**src/rtl/seq_pkg.sv**
```systemverilog
// Shared definitions for the sequencer: opcode constants, FSM state
// encoding, ALU operation encodings and the decoded-control bundle that
// the combinational decoder hands to the FSM.
package seq_pkg;

    typedef enum logic [2:0] {
        ST_IDLE      = 3'd0,
        ST_FETCH     = 3'd1,
        ST_DECODE    = 3'd2,
        ST_EXECUTE   = 3'd3,
        ST_WRITEBACK = 3'd4,
        ST_HALT      = 3'd5
    } state_e;

    localparam logic [3:0] OP_ADD  = 4'b0000;
    localparam logic [3:0] OP_SUB  = 4'b0001;
    localparam logic [3:0] OP_AND  = 4'b0010;
    localparam logic [3:0] OP_OR   = 4'b0011;
    localparam logic [3:0] OP_ADDI = 4'b0100;
    localparam logic [3:0] OP_BEQ  = 4'b0101;
    localparam logic [3:0] OP_NOP  = 4'b0110;
    localparam logic [3:0] OP_HALT = 4'b0111;

    typedef enum logic [1:0] {
        ALU_ADD = 2'b00,
        ALU_SUB = 2'b01,
        ALU_AND = 2'b10,
        ALU_OR  = 2'b11
    } alu_ctrl_e;

    typedef struct packed {
        alu_ctrl_e alu_ctrl;
        logic      alu_src;
        logic      is_branch;
        logic      is_nop;
        logic      is_halt;
        logic      is_illegal;
    } dec_t;

endpackage

```
**src/rtl/seq_decode.sv**
```systemverilog
// Combinational control unit: latched opcode -> ALU select, operand
// source and instruction-class flags.
// Ports:
//   opcode_i  latched 4-bit opcode
//   dec_o     decoded control bundle (seq_pkg::dec_t)
module seq_decode
    import seq_pkg::*;
(
    input  logic [3:0] opcode_i,
    output dec_t       dec_o
);

    always_comb begin
        dec_o          = '0;
        dec_o.alu_ctrl = ALU_ADD;
        case (opcode_i)
            OP_ADD:  dec_o.alu_ctrl = ALU_ADD;
            OP_SUB:  dec_o.alu_ctrl = ALU_SUB;
            OP_AND:  dec_o.alu_ctrl = ALU_AND;
            OP_OR:   dec_o.alu_ctrl = ALU_OR;
            OP_ADDI: begin
                dec_o.alu_ctrl = ALU_ADD;
                dec_o.alu_src  = 1'b1;
            end
            OP_BEQ: begin
                dec_o.alu_ctrl  = ALU_SUB;
                dec_o.is_branch = 1'b1;
            end
            OP_NOP:  dec_o.is_nop  = 1'b1;
            OP_HALT: dec_o.is_halt = 1'b1;
            // 1000-1111 are unassigned
            default: dec_o.is_illegal = 1'b1;
        endcase
    end

endmodule

```
**src/rtl/seq_controller.sv**
```systemverilog
// Multi-cycle instruction sequencer: FETCH -> DECODE -> EXECUTE ->
// WRITEBACK, with NOP/BEQ shortcuts and a terminal HALT state.
// Ports:
//   clk, reset            clock, async active-high reset
//   start                 leave IDLE
//   imem_req/imem_ready   fetch handshake; opcode valid with imem_ready
//   zero                  ALU zero flag sampled in EXECUTE (BEQ)
//   ir_load, pc_inc,
//   pc_branch, reg_write  one-cycle datapath strobes
//   alu_en, ALUControl,
//   ALUSrc                ALU control during EXECUTE/WRITEBACK
//   busy, halted, illegal status
//   retired               completed-instruction count (wraps)
module seq_controller
    import seq_pkg::*;
#(
    parameter int RETIRE_W = 16
) (
    input  logic                clk,
    input  logic                reset,
    input  logic                start,
    output logic                imem_req,
    input  logic                imem_ready,
    input  logic [3:0]          opcode,
    input  logic                zero,
    output logic                ir_load,
    output logic                pc_inc,
    output logic                pc_branch,
    output logic                alu_en,
    output logic [1:0]          ALUControl,
    output logic                ALUSrc,
    output logic                reg_write,
    output logic                busy,
    output logic                halted,
    output logic                illegal,
    output logic [RETIRE_W-1:0] retired
);

    state_e                state_q, state_d;
    logic [3:0]            opcode_q, opcode_d;
    logic [RETIRE_W-1:0]   retired_q, retired_d;
    logic                  retire;
    dec_t                  dec;

    seq_decode u_decode (
        .opcode_i (opcode_q),
        .dec_o    (dec)
    );

    always_ff @(posedge clk or posedge reset) begin
        if (reset) begin
            state_q   <= ST_IDLE;
            opcode_q  <= '0;
            retired_q <= '0;
        end else begin
            state_q   <= state_d;
            opcode_q  <= opcode_d;
            retired_q <= retired_d;
        end
    end

    always_comb begin
        state_d    = state_q;
        opcode_d   = opcode_q;
        retire     = 1'b0;
        imem_req   = 1'b0;
        ir_load    = 1'b0;
        pc_inc     = 1'b0;
        pc_branch  = 1'b0;
        alu_en     = 1'b0;
        ALUControl = 2'b00;
        ALUSrc     = 1'b0;
        reg_write  = 1'b0;
        busy       = 1'b0;
        halted     = 1'b0;
        case (state_q)
            ST_IDLE: begin
                if (start) state_d = ST_FETCH;
            end
            ST_FETCH: begin
                busy     = 1'b1;
                imem_req = 1'b1;
                if (imem_ready) begin
                    ir_load  = 1'b1;
                    pc_inc   = 1'b1;
                    opcode_d = opcode;
                    state_d  = ST_DECODE;
                end
            end
            ST_DECODE: begin
                busy = 1'b1;
                if (dec.is_halt || dec.is_illegal) begin
                    state_d = ST_HALT;
                end else if (dec.is_nop) begin
                    retire  = 1'b1;
                    state_d = ST_FETCH;
                end else begin
                    state_d = ST_EXECUTE;
                end
            end
            ST_EXECUTE: begin
                busy       = 1'b1;
                alu_en     = 1'b1;
                ALUControl = dec.alu_ctrl;
                ALUSrc     = dec.alu_src;
                if (dec.is_branch) begin
                    pc_branch = zero;
                    retire    = 1'b1;
                    state_d   = ST_FETCH;
                end else begin
                    state_d = ST_WRITEBACK;
                end
            end
            ST_WRITEBACK: begin
                busy       = 1'b1;
                reg_write  = 1'b1;
                ALUControl = dec.alu_ctrl;
                ALUSrc     = dec.alu_src;
                retire     = 1'b1;
                state_d    = ST_FETCH;
            end
            ST_HALT: begin
                halted = 1'b1;
            end
            default: state_d = ST_IDLE;
        endcase
        retired_d = retired_q + {{(RETIRE_W-1){1'b0}}, retire};
    end

    // HALT is only left by reset and nothing is fetched there, so the latched
    // opcode still identifies why we halted; that makes illegal sticky without
    // a dedicated flop.
    assign illegal = (state_q == ST_HALT) && dec.is_illegal;
    assign retired = retired_q;

endmodule

```
**config.mk**
```make
export PLATFORM = sky130hd
export DESIGN_NAME = seq_controller
export DESIGN_NICKNAME = d
export VERILOG_FILES = /design/src/rtl/seq_pkg.sv /design/src/rtl/seq_decode.sv /design/src/rtl/seq_controller.sv
export SDC_FILE = /design/constraint.sdc
export NUM_CORES = 1
export LEC_CHECK = 0
export BUFFER_PORTS_ARGS = -buffer_cell sky130_fd_sc_hd__buf_2
export CAP_MARGIN = 15
export CORE_AREA = 5 5 59 61
export DETAILED_ROUTE_END_ITERATION = 8
export DIE_AREA = 0 0 64 66
export PLACE_DENSITY = 0.73
export RECOVER_POWER = 25
export SYNTH_ARGS = -nofsm -noshare
export SYNTH_HDL_FRONTEND = slang
export SYNTH_HIERARCHICAL = 1
export SYNTH_SLANG_ARGS = --single-unit
```
**constraint.sdc**
```tcl
create_clock -name clk -period 2 [get_ports clk]
set_input_delay 0.2 -clock clk [delete_from_list [all_inputs] [get_ports clk]]
set_output_delay 0.2 -clock clk [all_outputs]
set_load 0.02 [all_outputs]
```
; Yosys cells after proc, flatten, opt, wreduce, memory -nomap -nowiden
; Cells that the tools add are included.
[totals]
inputBits = 9
ff_bits = 23
word_cells = 56
[classes]
addsub = 1
bitwise = 1
muxes = 27
n_reduce_logical = 10
eq_ne = 14
[op_table]
columns = op, n
row1 = $mux W1, 18
row2 = $pmux W3 S6, 1
row3 = $add A16 B1 Y16, 1
row4 = $eq A4 B3 Y1 const B, 4
row5 = $mux W3, 4
row6 = $eq A4 B2 Y1 const B, 2
row7 = $reduce_or A8 Y1, 1
row8 = $eq A3 B2 Y1 const B, 2
row9 = $eq A3 B3 Y1 const B, 2
row10 = $pmux W2 S3, 1
row11 = $eq A4 B1 Y1 const B, 1
row12 = $logic_not A4 Y1, 1
row13 = $mux W2, 2
row14 = $ne A2 B2 Y1 const B, 2
row15 = $reduce_or A2 Y1, 2
row16 = $reduce_or A4 Y1, 1
row17 = $eq A3 B1 Y1 const B, 1
row18 = $logic_not A3 Y1, 1
row19 = $pmux W1 S3, 1
row20 = $reduce_and A3 Y1, 1
row21 = $reduce_and A2 Y1, 1
row22 = $logic_and A1 B1 Y1, 1
row23 = $logic_or A1 B1 Y1, 1
row24 = $not A1 Y1, 1

; Depth between registers and ports, before layout
; Gate-level depths: netlist (run 1).
[logic_depth]
ltp_word = 7
mapped_depth = 9
mapped_depth_nobuf = 9

; Hierarchy
; The synthesis (run 1) kept the hierarchy.
[by_module_without_submodules]
columns = mod, cells_each, area_per_inst_um2, instances
row1 = seq_controller, 105, 1216.2, 1
row2 = seq_decode, 8, 68.8, 1

; Worst setup path before layout (run 1)
; Ideal clock, no wire load.
[synth_timing]
path_type = reg-to-reg
start = register state_q[1]
end = register retired_q[8] (netlist: retired[8])
setup_time_ns = 0.080
path_slack_ns = -0.437
stages_incl_launch_ff = 9
synth_period_minus_slack_ns = 2.437
path_buffers = 1
required_ns = 1.920
t_arrival_ns = 2.357
path_cell_list = dfrtp_1 > buf_2 > nor3b_1 > o21bai_1 > ha_1 > ha_1 > nand3_1 > nor3_1 > xor2_1
[synth_via]
elab_chain_cells = 3
elab_cells_between_ends = 5
classes_between = add/sub: 1 / eq/ne: 3 / mux: 1
[synth_lines]
columns = item, line_no
row1 = from (decl), seq_controller.sv:39  ; state_e state_q, state_d;
row2 = from (signal assigned), seq_controller.sv:56  ; state_q <= state_d;
row3 = $eq A3 B3 Y1 / $eq A3 B2 Y1 (equally long branches), seq_controller.sv:76  ; case (state_q)
row4 = $pmux W1 S3 *, seq_controller.sv:76
row5 = $add A16 B1 Y16 *, seq_controller.sv:127  ; retired_d = retired_q + {{(RETIRE_W-1){1'b0}}, retire};
row6 = named net retired_d[8], seq_controller.sv:41  ; logic [RETIRE_W-1:0] retired_q, retired_d;
row7 = to (signal assigned), seq_controller.sv:58  ; retired_q <= retired_d;
row8 = to (decl), seq_controller.sv:41
; The timed path passes the listed nets; every way through them passes the cells marked *.
; A chain may end at the register's enable or synchronous reset.

==> impl_metrics.tcl, run 1 <==
set metrics [dict create \
    drc_errors 0 \
    insertion_delay_ns 0.31 \
    grtUsageTotal_pct 15.1 \
    wl_per_cell_um 14.4 \
    antenna_found_initial 0 \
    start_util_pct 43.9 \
    drt_iter0_drc 31 \
    final_cell_mix "buf_2 (34), dfrtp_1 (23), buf_4 (16)" \
    finalSetupViolCount 12 \
    area_growth_pct 41.7 \
    num_rows 20 \
    dieHeight_um 66 \
    maxSlewViolCount 0 \
    cts_tree "done" \
    final_cells 203 \
    port-buffer-count 36 \
    final_common_cell "buf_2" \
    powerDensity_nw_per_um2 1110 \
    yosys-top-cells-area "dfrtp_1 (45%), xor2_1 (6.8%), mux2_4 (4.7%)" \
    finalCritPeriodShare_pct 106 \
    period_minus_slack_ns 2.12 \
    grt_overflow 0 \
    worstMarginPinSlew_ns 1.28 \
    layout-drive-gt1-share_pct 50.0 \
    synth_nets 124 \
    cap_viol_max_count 0 \
    fin_util_pct 62.2 \
    core-area_um2 2930 \
    grt_max_degree 24 \
    critPathKind "reg2reg" \
    dieArea_um2 4220 \
    synth.distinct_cells 37 \
    diodes 0 \
    syn_inst 113 \
    dpl.cell_count 193 \
    violations "negative setup slack" \
    yosys_warnings 6 \
    cp.arrival_ns 2.36 \
    final_cell_area_um2 1820 \
    yosysTopAreaCell "dfrtp_1" \
    power.leakage_nw 0.974 \
    ys_ff_latch 23 \
    fin_skew_ns 0.00681 \
    hold_class "in2reg" \
    dp_slack_ns -0.197 \
    dpl_cell_area_um2 1650 \
    grt_pass1_vias 1165 \
    num-fill-cells 253 \
    whs_ns 0.120 \
    nets 182 \
    path_clk_slew_ns 0.12 \
    cp_max_fo 4 \
    relSlewSlack_pct 14.8 \
    cts-root-buf "clkbuf_4" \
    synth-async-reset-ratio_pct 100 \
    setup.worst_path.start_class "register" \
    peakVddDrop_mv 0.918 \
    wl_mm 2.93 \
    firstDrtPassIters 4 \
    clockBufferDepth 2 \
    cts_max_level 1 \
    rsz0062_at_grt "true" \
    routabilityCongestion 0.752 \
    via_count 1023 \
    synth-main-ff-cell "dfrtp_1" \
    setup_ws_ns -0.123 \
    synth_top_cell_area_share_pct 44.8 \
    hold_violations 0 \
    syn_area_um2 1280 \
    numCtsBuffers 3 \
    dp_hpwl_mm 2.18 \
    viasPerCell 5.04 \
    avgSynthCellArea_um2 11.4 \
    status "finished, violations left" \
    ios 37 \
    die_w_um 64 \
    synth-edff-count 0 \
    ys_seq_area_share_pct 44.8 \
    clock.fmax_mhz 471 \
    cp-end-kind "register" \
    cts.sinks 23 \
    required_ns 2.23 \
    ant_nets 0 \
    grt_pass1_wl_mm 5.16 \
]
-- routing by layer --
metal,GRT usage [%],vias to the layer above,wire length [um]
li1,-,501,-
met2,29.3,28,1520
met4,3.12,0,9
met3,2.55,2,174
met5,0,-,0
met1,17.0,492,1230
-- what timing repair did --
action,CTS,global route
cloned,0,0
setup endpoints to repair,12,18
setup buffers,3,2
hold endpoints to repair,23,0
hold buffers,1,0
gates resized for setup,10,7
pin swaps,11,4
-- through the flow --
step,setup TNS (ns),total power [mW]
after detailed placement,-1.68,1.74
after global routing,-3.07,2.17
after global placement,-0.547,1.71
after CTS,-1.42,2.02
after floorplan,-0.148,1.40
final,-1.00,2.03
-- power breakdown --
part           switching [mW]  internal [mW]  total, mW
sequential              0.150          0.574      0.724
combinational           0.540          0.551       1.09
clock                   0.136         0.0777      0.214
total                   0.826           1.20       2.03
-- final timing paths --
kind                              from           to  slack, ns  depth (start not counted)
max                        opcode_q[0]  retired[10]      -0.12                         10
min                          opcode[2]  opcode_q[2]       0.12                          2
max reg2reg                opcode_q[0]  retired[10]      -0.12                         10
min reg2reg                retired[15]  retired[15]       0.47                          1
max in group asynchronous        reset  retired[10]       0.40                          4
min in group asynchronous        reset   retired[1]       0.85                          4
-- cells in the mapped netlist (all sizes together) (4+ instances only) --
library cell  count
nand2             5
dfrtp            23
and2              4
nor4              4
nor3              4
xnor2             5
nor2              8
buf               5
mux2              4
xor2             10
nand3             6
inv               5
-- final cells by class --
class                           count  area [um2]  share of cell area, %
Tap cell                           33        41.3                   2.27
Multi-Input combinational cell     79         774                   42.5
Inverter                            5        18.8                   1.03
Clock buffer                        4        26.3                   1.44
Sequential cell                    23         576                   31.6
Timing Repair Buffer               59         384                   21.1
-- worst max-delay path, cell delays in order, from the launching register on --
cell,delay [ns]
dfrtp_1,0.42
and4bb_2,0.31
nor4b_4,0.18
a21oi_1,0.06
o21bai_1,0.15
ha_2,0.23
ha_4,0.15
nand3_4,0.11
buf_6,0.17
nor3_4,0.11
xor2_1,0.16
-- logic make-up after synthesis --
| family | Yosys count | share of synthesized area [%] |
|---|---|---|
| flip-flops | 23 | 44.8 |
| AND/OR/NAND/NOR | 49 | 28.8 |
| AO/OA/AOI/OAI | 9 | 4.67 |
| XOR/XNOR | 15 | 10.2 |
| adder cells (fa/ha/maj) | 2 | 1.95 |
| buffers and inverters | 11 | 4.87 |
| multiplexers | 4 | 4.67 |
-- flip-flops by register name (all words and copies together) (netlist names) --
| name | flops |
|---|---|
| retired | 16 |
| state_q | 3 |
| opcode_q | 4 |
(Power assumes the default switching activity.)
==> inputs of run 2 (changes only) <==
--- a/config.mk
+++ b/config.mk
@@ -7,11 +7,11 @@
 export LEC_CHECK = 0
 export BUFFER_PORTS_ARGS = -buffer_cell sky130_fd_sc_hd__buf_2
 export CAP_MARGIN = 15
-export CORE_AREA = 5 5 59 61
+export CORE_AREA = 5 5 58 60
+export CTS_BUF_LIST = sky130_fd_sc_hd__clkbuf_4 sky130_fd_sc_hd__clkbuf_8
 export DETAILED_ROUTE_END_ITERATION = 8
-export DIE_AREA = 0 0 64 66
-export PLACE_DENSITY = 0.73
-export RECOVER_POWER = 25
+export DIE_AREA = 0 0 63 65
+export PLACE_DENSITY = 0.76
 export SYNTH_ARGS = -nofsm -noshare
 export SYNTH_HDL_FRONTEND = slang
 export SYNTH_HIERARCHICAL = 1
==> constraint.sdc (replaced) <==
create_clock -name clk -period 2 [get_ports clk]
set_input_delay 0.2 -clock clk [delete_from_list [all_inputs] [get_ports clk]]
set_output_delay 0.2 -clock clk [all_outputs]
set_load 0.005 [all_outputs]
==> run 2 against run 1 <==
The run still ends with negative setup slack left. Clock skew increased by 0.0048 ns. Power decreased by 11%. Combinational power decreased by 20%. First-iteration DRC count decreased by 9.7%. Register-to-register slack got worse by 0.07 ns.
==> impl_metrics.tcl, run 2 (same netlist as run 1, synthesis figures left out) <==
set metrics [dict create \
    grt_max_degree 24 \
    critPathKind "reg2reg" \
    busiest_layer "met2" \
    total_power_mw 1.81 \
    core-area_um2 2880 \
    clockBufferDepth 2 \
    violations "negative setup slack" \
    whs_ns 0.104 \
    wl_per_cell_um 13.2 \
    final_cells 201 \
    dpl_cell_area_um2 1640 \
    worstReg2RegEnd "retired[13]" \
    cts.sinks 23 \
    finalCritPeriodShare_pct 110 \
    peakVddDrop_mv 0.907 \
    required_ns 2.25 \
    gr-usage-met2_pct 23.7 \
    start_util_pct 44.7 \
    worstMarginPinSlew_ns 0.308 \
    drc_errors 0 \
    num_rows 20 \
    rsz0062_at_grt "true" \
    port-buffer-count 36 \
    via_count 1013 \
    use_met1_pct 16.0 \
    hold_class "in2reg" \
    endpoint "retired[13]" \
    path_clk_slew_ns 0.14 \
    ant_nets 0 \
    cp.depth 8 \
    largest_reg_flops 16 \
    layout-drive-gt1-share_pct 50.0 \
    insertion_delay_ns 0.31 \
    numCtsBuffers 3 \
    grt_pass1_vias 1038 \
    cp_max_fo 6 \
    power.leakage_nw 0.963 \
    cp_cell_sequence "and4b_1, nor4b_2, a21oi_1, o21bai_1, ha_2, nand4_4, nor4_4, xor2_1" \
    status "finished, violations left" \
    antenna_found_initial 0 \
    cts_tree "done" \
    firstDrtPassIters 4 \
    maxSlewViolCount 0 \
    fin_tns_setup_ns -1.60 \
    grt_overflow 0 \
    hold_violations 0 \
    dieArea_um2 4100 \
    reg2reg_slack_ns -0.19 \
    routabilityCongestion 0.831 \
    final_cell_mix "buf_2 (36), dfrtp_1 (23), buf_4 (20)" \
    worst-path-buf-inv 0 \
    cp.arrival_ns 2.44 \
    viasPerCell 5.04 \
    drt_iter0_drc 28 \
    met3_usage_pct 2.60 \
    cts-root-buf "clkbuf_4" \
    r2r-start "opcode_q[1]" \
    diodes 0 \
    final_cell_area_um2 1760 \
    grtUsageTotal_pct 13.4 \
    dieHeight_um 65 \
    fin_skew_ns 0.0116 \
    cpMaxStageDelayCell "dfrtp_1" \
    cts_max_level 1 \
    finalSetupViolCount 12 \
    die_w_um 63 \
    startpoint "opcode_q[1]" \
    worstRegToRegCells 8 \
    dpl.cell_count 191 \
    relSlewSlack_pct 79.5 \
    nets 180 \
    setup_ws_ns -0.193 \
    final_common_cell "buf_2" \
    clock.fmax_mhz 456 \
    period_minus_slack_ns 2.19 \
    powerDensity_nw_per_um2 1030 \
    dp_hpwl_mm 1.94 \
    grt_pass1_wl_mm 4.48 \
    setup.worst_path.start_class "register" \
    cp-end-kind "register" \
    ios 37 \
    cp_slowest_stage_delay_ns 0.46 \
    cpLargestDelayFamily "simple AND/OR/NAND/NOR gates" \
    area_growth_pct 36.7 \
    cap_viol_max_count 0 \
    wl_mm 2.65 \
    num-fill-cells 249 \
]
-- run 2: worst min path at each step --
stage                   start     endpoint  slack [ns]  cells past startpoint
floorplan               reset  opcode_q[0]        0.20                      1
global placement        reset  opcode_q[1]        0.25                      3
detailed placement      reset  opcode_q[3]        0.26                      3
CTS                 opcode[0]  opcode_q[0]         0.1                      2
global route        opcode[2]  opcode_q[2]        0.08                      2
finish              opcode[1]  opcode_q[1]        0.10                      2
-- run 2: metal layers --
metal  share of wire, %  vias to the layer above
met1                 43                      486
met3                5.5                        2
met4               0.34                        0
met5                  0                        -
met2                 51                       27
li1                   -                      498
-- run 2: cell type report --
| class | instances | area, um2 | share of cell area (%) |
|---|---|---|---|
| inverters | 5 | 18.8 | 1.07 |
| multi-input cells | 79 | 753 | 42.9 |
| clock buffers | 3 | 22.5 | 1.28 |
| clock inverters | 1 | 5.00 | 0.285 |
| well taps | 33 | 41.3 | 2.35 |
| flip-flops and latches | 23 | 576 | 32.8 |
| repair buffers | 57 | 340 | 19.4 |
-- run 2: through the flow --
stage,util [%],setup WS [ns]
3_3_place_gp,56.9,-0.0610
3_5_place_dp,56.9,-0.121
5_1_grt,61.0,-0.273
2_1_floorplan,-,-0.00302
6_report,61.0,-0.193
4_1_cts,59.0,-0.173
-- run 2: worst reg2reg max path: cells and delay by family (launching register included) --
kind                       cells  cell delay, ns
DFF                            1            0.46
adders and majority gates      1            0.27
xor gates and xnor gates       1            0.17
and+or+nand+nor                4            1.02
AOI/OAI and AO/OA              2            0.22
-- run 2: where the power goes --
| part | internal (mW) | switching (mW) |
|---|---|---|
| Sequential | 0.574 | 0.144 |
| Clock | 0.0746 | 0.142 |
| Combinational | 0.509 | 0.363 |
| Total | 1.16 | 0.649 |
-- run 2: what timing repair did --
item / 4_1_cts / 5_1_grt
hold buffers: 1 / 0
gates cloned: 0 / 0
endpoints found under the hold margin: 23 / 0
resized for setup: 1 / 6
pin swaps: 0 / 1
endpoints found under the setup margin: 11 / 13
buffers inserted: 2 / 3
==> inputs of run 3 (changes only) <==
--- a/config.mk
+++ b/config.mk
@@ -9,6 +9,7 @@
 export CAP_MARGIN = 15
 export CORE_AREA = 5 5 58 60
 export CTS_BUF_LIST = sky130_fd_sc_hd__clkbuf_4 sky130_fd_sc_hd__clkbuf_8
+export CTS_CLUSTER_SIZE = 12
 export DETAILED_ROUTE_END_ITERATION = 8
 export DIE_AREA = 0 0 63 65
 export PLACE_DENSITY = 0.76
@@ -16,3 +17,4 @@
 export SYNTH_HDL_FRONTEND = slang
 export SYNTH_HIERARCHICAL = 1
 export SYNTH_SLANG_ARGS = --single-unit
+export TNS_END_PERCENT = 1
==> run 3 against run 2 <==
The flow still finishes with violations (negative setup slack). Die area stayed put. Combinational power is 5.2% higher. Cell area is 1.8% higher. Clock skew is 0.0082 ns lower. Sequential share of layout area is 0.57 points lower. Utilization is 1.1 points higher. Register-to-register slack better by 0.02 ns.
==> impl_metrics.tcl, run 3 (same netlist as run 1, synthesis figures left out) <==
set metrics [dict create \
    total_power_mw 1.84 \
    area_growth_pct 39.1 \
    p_int_mw 1.19 \
    p_seq_share_pct 38.2 \
    numCtsBuffers 3 \
    finalSetupViolCount 12 \
    maxSlewViolCount 0 \
    grt_max_degree 24 \
    grt_pass1_wl_mm 4.95 \
    firstDrtPassIters 4 \
    worstMarginPinSlew_ns 0.305 \
    relSlewSlack_pct 79.7 \
    clock.fmax_mhz 460 \
    grt_overflow 0 \
    cap_viol_max_count 0 \
    ios 37 \
    dieArea_um2 4100 \
    whs_ns 0.114 \
    dp_hpwl_mm 2.06 \
    cp_max_fo 5 \
    diodes 0 \
    violations "negative setup slack" \
    drc_errors 0 \
    hold_depth 2 \
    hold_class "in2reg" \
    port-buffer-count 36 \
    core-area_um2 2880 \
    grtUsageTotal_pct 15.1 \
    rsz0062_at_grt "true" \
    worstRegToRegCells 10 \
    dpl.cell_count 192 \
    required_ns 2.24 \
    status "finished, violations left" \
    setup.worst_path.start_class "register" \
    start_util_pct 44.7 \
    switching_share_pct 35.4 \
    setup_ws_ns -0.172 \
    via_count 1039 \
    dp_slack_ns -0.194 \
    critPathKind "reg2reg" \
    ant_nets 0 \
    insertion_delay_ns 0.30 \
    wl_per_cell_um 14.1 \
    power_frac_comb_pct 49.8 \
    finalCritPeriodShare_pct 109 \
    dieHeight_um 65 \
    antenna_found_initial 0 \
    powerDensity_nw_per_um2 1030 \
    viasPerCell 5.12 \
    cts_tree "done" \
    grt_pass1_vias 1077 \
    drt_iter0_drc 20 \
    wl_mm 2.85 \
    final_cells 203 \
    cp-end-kind "register" \
    routabilityCongestion 0.774 \
    peakVddDrop_mv 0.692 \
    cts-root-buf "clkbuf_4" \
    die_w_um 63 \
    path_clk_slew_ns 0.12 \
    fin_skew_ns 0.00344 \
    layout-drive-gt1-share_pct 52.4 \
    final_cell_mix "buf_2 (36), dfrtp_1 (23), buf_4 (20)" \
    cp.arrival_ns 2.41 \
    final_common_cell "buf_2" \
    hold_violations 0 \
    period_minus_slack_ns 2.17 \
    power.switching_mw 0.653 \
    cts.sinks 23 \
    nets 182 \
    cts_max_level 1 \
    clockBufferDepth 2 \
    largest_reg_flops 16 \
    num_rows 20 \
    power.leakage_nw 0.961 \
    p_clk_share_pct 12.1 \
]
## run 3: metrics by stage
stage	TNS [ns]	cell area, um2	utilization, %
after floorplan	-0.463	1300	-
after global placement	-0.940	1600	55.4
after detailed placement	-1.48	1600	55.4
after CTS	-1.08	1720	59.7
after global routing	-3.20	1790	62.1
final	-1.43	1790	62.1
## run 3: repair_timing
item                       in CTS  in global routing
gates resized for setup        11                  8
pin swaps                       4                 10
buffers inserted                1                  5
hold endpoints to repair       23                  0
setup endpoints to repair      12                 13
hold buffers                    1                  0
## run 3: metal layers
layer  up-vias  GRT usage, %  wire, um
met5         -             0         0
met4         0          4.77        14
met3         2          2.95       171
met2        30          27.4      1510
met1       499          17.6      1160
li1        508             -         -
## run 3: critical path: stages (launching register included)
cell      delay (ns)
dfrtp_1         0.42
and4b_1         0.26
nor4b_4         0.27
a21oi_2         0.05
o21bai_1        0.15
ha_2            0.22
ha_4            0.15
nand3_4         0.13
buf_4           0.17
nor3_2          0.13
xor2_1          0.16
## run 3: final timing paths
kind | start | end | slack (ns)
setup / recovery | opcode_q[0] | retired[8] | -0.17
hold / removal | opcode[1] | opcode_q[1] | 0.11
setup reg to reg | opcode_q[0] | retired[8] | -0.17
hold reg to reg | retired[15] | retired[15] | 0.49
max in group asynchronous | reset | state_q[1] | 1.30
min in group asynchronous | reset | opcode_q[3] | 0.47
## run 3: layout make-up
type	count	area (um2)
fill	247	1090
sequential	23	576
clock buffer	4	30.0
timing repair buffer	59	363
tap	33	41.3
inverter	5	18.8
multi-input combinational	79	759
## run 3: power by group through the flow
stage	clock [mW]	combinational, mW	sequential (mW)
floorplan	0	0.513	0.708
global placement	0	0.821	0.694
detailed placement	0	0.834	0.701
CTS	0.240	0.892	0.695
global route	0.258	1.03	0.722
finish	0.222	0.917	0.703
